**config.mk**
```make
export PLATFORM = sky130hd
export DESIGN_NAME = uart_config_show_seq
export DESIGN_NICKNAME = d
export VERILOG_FILES = /design/src/rtl/uart_config_show_seq.sv
export SDC_FILE = /design/constraint.sdc
export NUM_CORES = 1
export LEC_CHECK = 0
export CAP_MARGIN = 20
export CORE_MARGIN = 2
export CORE_UTILIZATION = 40
export DETAILED_ROUTE_END_ITERATION = 12
export SLEW_MARGIN = 5
export SYNTH_ARGS = -nofsm -noshare
export SYNTH_HDL_FRONTEND = slang
export SYNTH_SLANG_ARGS = --single-unit
```
**constraint.sdc**
```tcl
create_clock -name clk -period 2.3 [get_ports clk]
set_clock_uncertainty 0.05 [all_clocks]
set_input_delay 0.23 -clock clk [delete_from_list [all_inputs] [get_ports clk]]
set_output_delay 0.23 -clock clk [all_outputs]
set_load 0.1 [all_outputs]
```
**src/rtl/uart_config_show_seq.sv**
```systemverilog
// uart_config_show_seq: formats a config bus value as "C=<hex>\r\n" and feeds
// it character by character to a uart_tx_only transmitter. Reports start on
// a one-cycle request or on a periodic auto tick. Requests that arrive while
// a report is running merge into a single pending report.
module uart_config_show_seq #(
  parameter int busWIDTH = 8,
  parameter int PERIOD   = 10000
) (
  input  logic                clk,
  input  logic                rst,
  input  logic [busWIDTH:1]   busNow,
  input  logic                showReq,
  input  logic                autoEn,
  input  logic                txBusy,
  output logic [7:0]          txData8,
  output logic                txStart,
  output logic                seqBusy,
  output logic                seqDone
);

  localparam int NDIG   = busWIDTH / 4;
  localparam int NCHARS = NDIG + 4;
  localparam int IW     = $clog2(NCHARS);
  localparam int TW     = $clog2(PERIOD);

  localparam logic [IW-1:0] LAST_IDX  = IW'(NCHARS - 1);
  localparam logic [TW-1:0] TIMER_TOP = TW'(PERIOD - 1);

  typedef enum logic [2:0] {
    IDLE,
    LOAD,
    SEND,
    ACK,
    DONEW
  } state_t;

  state_t              state;
  logic [busWIDTH-1:0] snap;
  logic [IW-1:0]       idx;
  logic [1:0]          guard;
  logic                pending;
  logic [TW-1:0]       timer;
  logic                tick;
  logic                req;

  // Uppercase ASCII hex digit for one nibble.
  function automatic logic [7:0] hex_char(input logic [3:0] n);
    logic [7:0] c;
    if (n < 4'd10) c = 8'h30 + {4'h0, n};
    else           c = 8'h37 + {4'h0, n};
    return c;
  endfunction

  // Character at position i of the report built from snapshot v.
  function automatic logic [7:0] char_at(input logic [IW-1:0] i,
                                         input logic [busWIDTH-1:0] v);
    logic [7:0]          c;
    logic [busWIDTH-1:0] sh;
    int                  k;
    k  = int'(i) - 2;
    sh = '0;
    if (i == '0)                 c = 8'h43;
    else if (i == IW'(1))        c = 8'h3D;
    else if (i == LAST_IDX)      c = 8'h0A;
    else if (i == LAST_IDX - 1'b1) c = 8'h0D;
    else begin
      // Digit k (0 = most significant nibble) shifted down to bits [3:0].
      sh = v >> (4 * (NDIG - 1 - k));
      c  = hex_char(sh[3:0]);
    end
    return c;
  endfunction

  // Auto tick fires on the last count of the period; any request source.
  always_comb begin
    tick = autoEn && (timer == TIMER_TOP);
    req  = showReq || tick;
  end

  // Free-running report interval timer, held at zero while auto mode is off.
  always_ff @(posedge clk or posedge rst) begin
    if (rst)         timer <= '0;
    else if (!autoEn) timer <= '0;
    else if (tick)    timer <= '0;
    else              timer <= timer + 1'b1;
  end

  // Report sequencer: snapshot, per-character start/ack handshake, done pulse.
  always_ff @(posedge clk or posedge rst) begin
    if (rst) begin
      state   <= IDLE;
      snap    <= '0;
      idx     <= '0;
      guard   <= '0;
      pending <= 1'b0;
      txData8 <= 8'h00;
      txStart <= 1'b0;
      seqBusy <= 1'b0;
      seqDone <= 1'b0;
    end else begin
      txStart <= 1'b0;
      seqDone <= 1'b0;
      // Requests seen while a report runs collapse into one pending report.
      if (state != IDLE && req) pending <= 1'b1;
      case (state)
        IDLE: begin
          if (showReq || pending || tick) begin
            state   <= LOAD;
            seqBusy <= 1'b1;
            pending <= 1'b0;
          end
        end
        LOAD: begin
          snap  <= busNow;
          idx   <= '0;
          state <= SEND;
        end
        SEND: begin
          if (!txBusy) begin
            txData8 <= char_at(idx, snap);
            txStart <= 1'b1;
            guard   <= '0;
            state   <= ACK;
          end
        end
        ACK: begin
          // Give the transmitter four cycles to acknowledge; a lost start
          // must not stall the report forever.
          if (txBusy || guard == 2'd3) state <= DONEW;
          else                         guard <= guard + 1'b1;
        end
        DONEW: begin
          if (!txBusy) begin
            if (idx == LAST_IDX) begin
              idx     <= '0;
              seqDone <= 1'b1;
              seqBusy <= 1'b0;
              state   <= IDLE;
            end else begin
              idx   <= idx + 1'b1;
              state <= SEND;
            end
          end
        end
        default: begin
          state   <= IDLE;
          seqBusy <= 1'b0;
        end
      endcase
    end
  end

endmodule

```
==> results.json, run 1 <==
{
  "holdWs_ns": 0.2938,
  "postCtsHoldBufs": 0,
  "syn_avg_cell_area_sq_um": 9.900,
  "holdCritPathClass": "input pin to asynchronous set/reset pin",
  "drc": 0,
  "yosysUniqueCellTypes": 51,
  "synth_edf_count": 0,
  "grt_use_met2": 0.2504,
  "htreeDepth": 2,
  "worst_setup_path_start_kind": "flop",
  "core_area_sq_mm": 0.005140,
  "rrSetupSlack_ns": 0.16,
  "synthMuxAreaShare": 0.05708,
  "vias_per_cell": 5.129,
  "drive_above_1_share": 0.1943,
  "max-cap-violations": 0,
  "grt_util_met1": 0.1820,
  "vias": 1626,
  "post-route-period-util": 0.9316,
  "yosys_warnings": 0,
  "synth_flop_cell": "dfrtp_1",
  "leakagePower_nw": 1.104,
  "clk_latency_ns": 0.30,
  "hold_viol_final": 0,
  "wl_um": 4049,
  "diodes": 0,
  "synthTopCellsByArea": "dfrtp_1 48%, mux2_2 5.2%, nor2_1 5.2%, xnor2_1 4.1%, ha_1 2.9%",
  "drt_iter0_drc": 141,
  "ys_seq_area_frac": 0.4776,
  "post-place-ws_ns": 0.09607,
  "cts_buffers": 5,
  "yosysMostFrequentCell": "dfrtp_1",
  "synth_area_sq_mm": 0.002148,
  "relSlewSlack": 0.6267,
  "period_needed_ns": 2.143,
  "port_buffers": 22,
  "cts.sinks": 41,
  "synth_top_family_by_area": "simple AND/OR/NAND/NOR gates",
  "crit_arrival_ns": 2.28,
  "top_usage_layer": "met2",
  "start_util": 0.4180,
  "grt_use_total": 0.1487,
  "syn-instance-count": 217,
  "fin_ws_ns": 0.1572,
  "rows": 26,
  "globalRouteMet3Util": 0.04353,
  "fmax_mhz": 466.7,
  "cts_tree": "done",
  "slew_violations": 0,
  "yosys.area_share.simple": 0.2021,
  "status": "completed",
  "nFillCells": 478,
  "power_mw": 3.165,
  "ir_drop_mv": 0.5625,
  "antenna_found_initial": 0,
  "yosysTopAreaCellShare": 0.4776,
  "routed_wire_length_per_instance_um": 12.77,
  "dpl-instance-area_sq_mm": 0.002449,
  "fin_area_sq_mm": 0.002592,
  "grt_pass1_wl_um": 7086,
  "die_x_um": 77.29,
  "critPathRequiredTime_ns": 2.44,
  "worstPathMaxFanout": 5,
  "cts.clk_slew.worst_paths_ns": 0.08,
  "grt_pass1_vias": 1606,
  "setup_tns_ns": 0,
  "layout.nets": 264,
  "synth_compound_area_frac": 0.1369,
  "power_density_mw_per_mm2": 1221,
  "worstMarginPinSlew_ns": 0.5600,
  "num_io_pins": 24,
  "crit_path_end_kind": "flop",
  "synth_nets": 235,
  "critical_path_class": "flop to flop",
  "dieArea_sq_mm": 0.005973,
  "synthArstFlopShare": 1.000,
  "dp_hpwl_um": 2837,
  "synthTopCellsByCount": "41 x dfrtp_1, 30 x nor2_1, 16 x nand2_1",
  "area_growth_pct": 20.68,
  "gr-total-overflow": 0,
  "clock-root-buffer": "clkbuf_8",
  "setup_viol": 0,
  "postRouteAntennaNets": 0,
  "grt_setup_unrepaired": "no",
  "ys_seq_elements": 41,
  "synthAdderAreaFrac": 0.02912,
  "grt_max_degree": 42,
  "gp_congestion": 0.8385,
  "synth_xor_area_frac": 0.04892,
  "drtPass1Iterations": 4,
  "yosysTopAreaCell": "dfrtp_1",
  "dieHeight_um": 77.29,
  "clk_path_buf_depth": 2
}
[power by group]
| group | total, mW | switching (mW) | internal [mW] |
|---|---|---|---|
| clock network | 0.613 | 0.260 | 0.353 |
| logic | 1.46 | 0.903 | 0.554 |
| registers | 1.09 | 0.181 | 0.914 |
| total | 3.16 | 1.34 | 1.82 |
[stage by stage]
stage,utilization,cells
global placement,0.4764,308
floorplan,-,217
CTS,0.4998,316
finish,0.5044,317
global route,0.5044,317
detailed placement,0.4764,308
[flip-flops by register name (all words and copies together) (netlist names)]
| signal | count |
|---|---|
| pending | 1 |
| state | 3 |
| timer | 14 |
| idx | 3 |
| seqBusy | 1 |
| txData8 | 7 |
| txStart | 1 |
| snap | 8 |
| seqDone | 1 |
| guard | 2 |
[critical path, cell delays in order (launching register included)]
cell and delay, ns:
dfrtp_1 0.41, inv_1 0.09, ha_2 0.20, xor2_2 0.15, and3_1 0.19, nand2_1 0.06, ha_2 0.21, and4b_1 0.21
a211oi_2 0.20, a211oi_1 0.07, o22a_1 0.18
[repair_timing]
action,in CTS,in global routing
buffers inserted,0,1
setup endpoints to repair,0,3
gates resized for setup,0,4
[cell type report]
class | count | area [sq um] | share of cell area
flip-flops and latches | 41 | 1026 | 0.3958
clock buffers | 6 | 82.58 | 0.03185
well taps | 70 | 87.58 | 0.03378
inverters | 10 | 42.54 | 0.01641
repair buffers | 32 | 270.3 | 0.1042
clock inverters | 2 | 37.54 | 0.01448
multi-input cells | 156 | 1046 | 0.4035
[routing by layer]
layer  part of all wire  wire length, um
met1               0.48             1957
met2               0.47             1892
met3              0.035              143
met4              0.014               55
met5                  0                0
[logic make-up after synthesis]
kind of cell               after synthesis
and+or+nand+nor                         85
AOI/OAI and AO/OA                       42
DFF                                     41
buffers and inverters                   20
xor gates and xnor gates                12
muxes                                   11
adders and majority gates                5
other                                    1
[layout by cell type (no fill, tap or decap), types with 2 or more instances in the layout]
cell type	instances
nand4_1	5
a31oi_1	2
and4b_1	3
nor2b_1	2
a21oi_1	8
buf_4	20
nand3b_1	2
nor2_1	30
ha_2	2
o21ai_0	9
a21o_1	2
o31ai_1	2
clkbuf_8	6
nor3_1	7
xnor2_1	10
nand3_1	5
nand2_1	16
nand4b_1	2
nor4_1	3
nand2b_1	2
clkdlybuf4s50_1	12
ha_1	3
dfrtp_1	41
inv_1	9
and3_1	2
mux2_2	10
a22o_1	5
[final timing paths]
kind,startpoint,endpoint,depth (start not counted)
min in group clk,busNow[4],snap[3],3
max,idx[1],txData8[2],10
max in group asynchronous,rst,snap[2],3
max reg2reg,idx[1],txData8[2],10
min,rst,seqBusy,3
min reg2reg,timer[0],timer[0],1
(Power assumes the default switching activity.)
==> run 2: changes to the inputs <==
--- a/config.mk
+++ b/config.mk
@@ -13,3 +13,4 @@
 export SYNTH_ARGS = -nofsm -noshare
 export SYNTH_HDL_FRONTEND = slang
 export SYNTH_SLANG_ARGS = --single-unit
+export TNS_END_PERCENT = 5
==> results of run 2 <==
Final layout, timing and power as in run 1 (identical DEF).
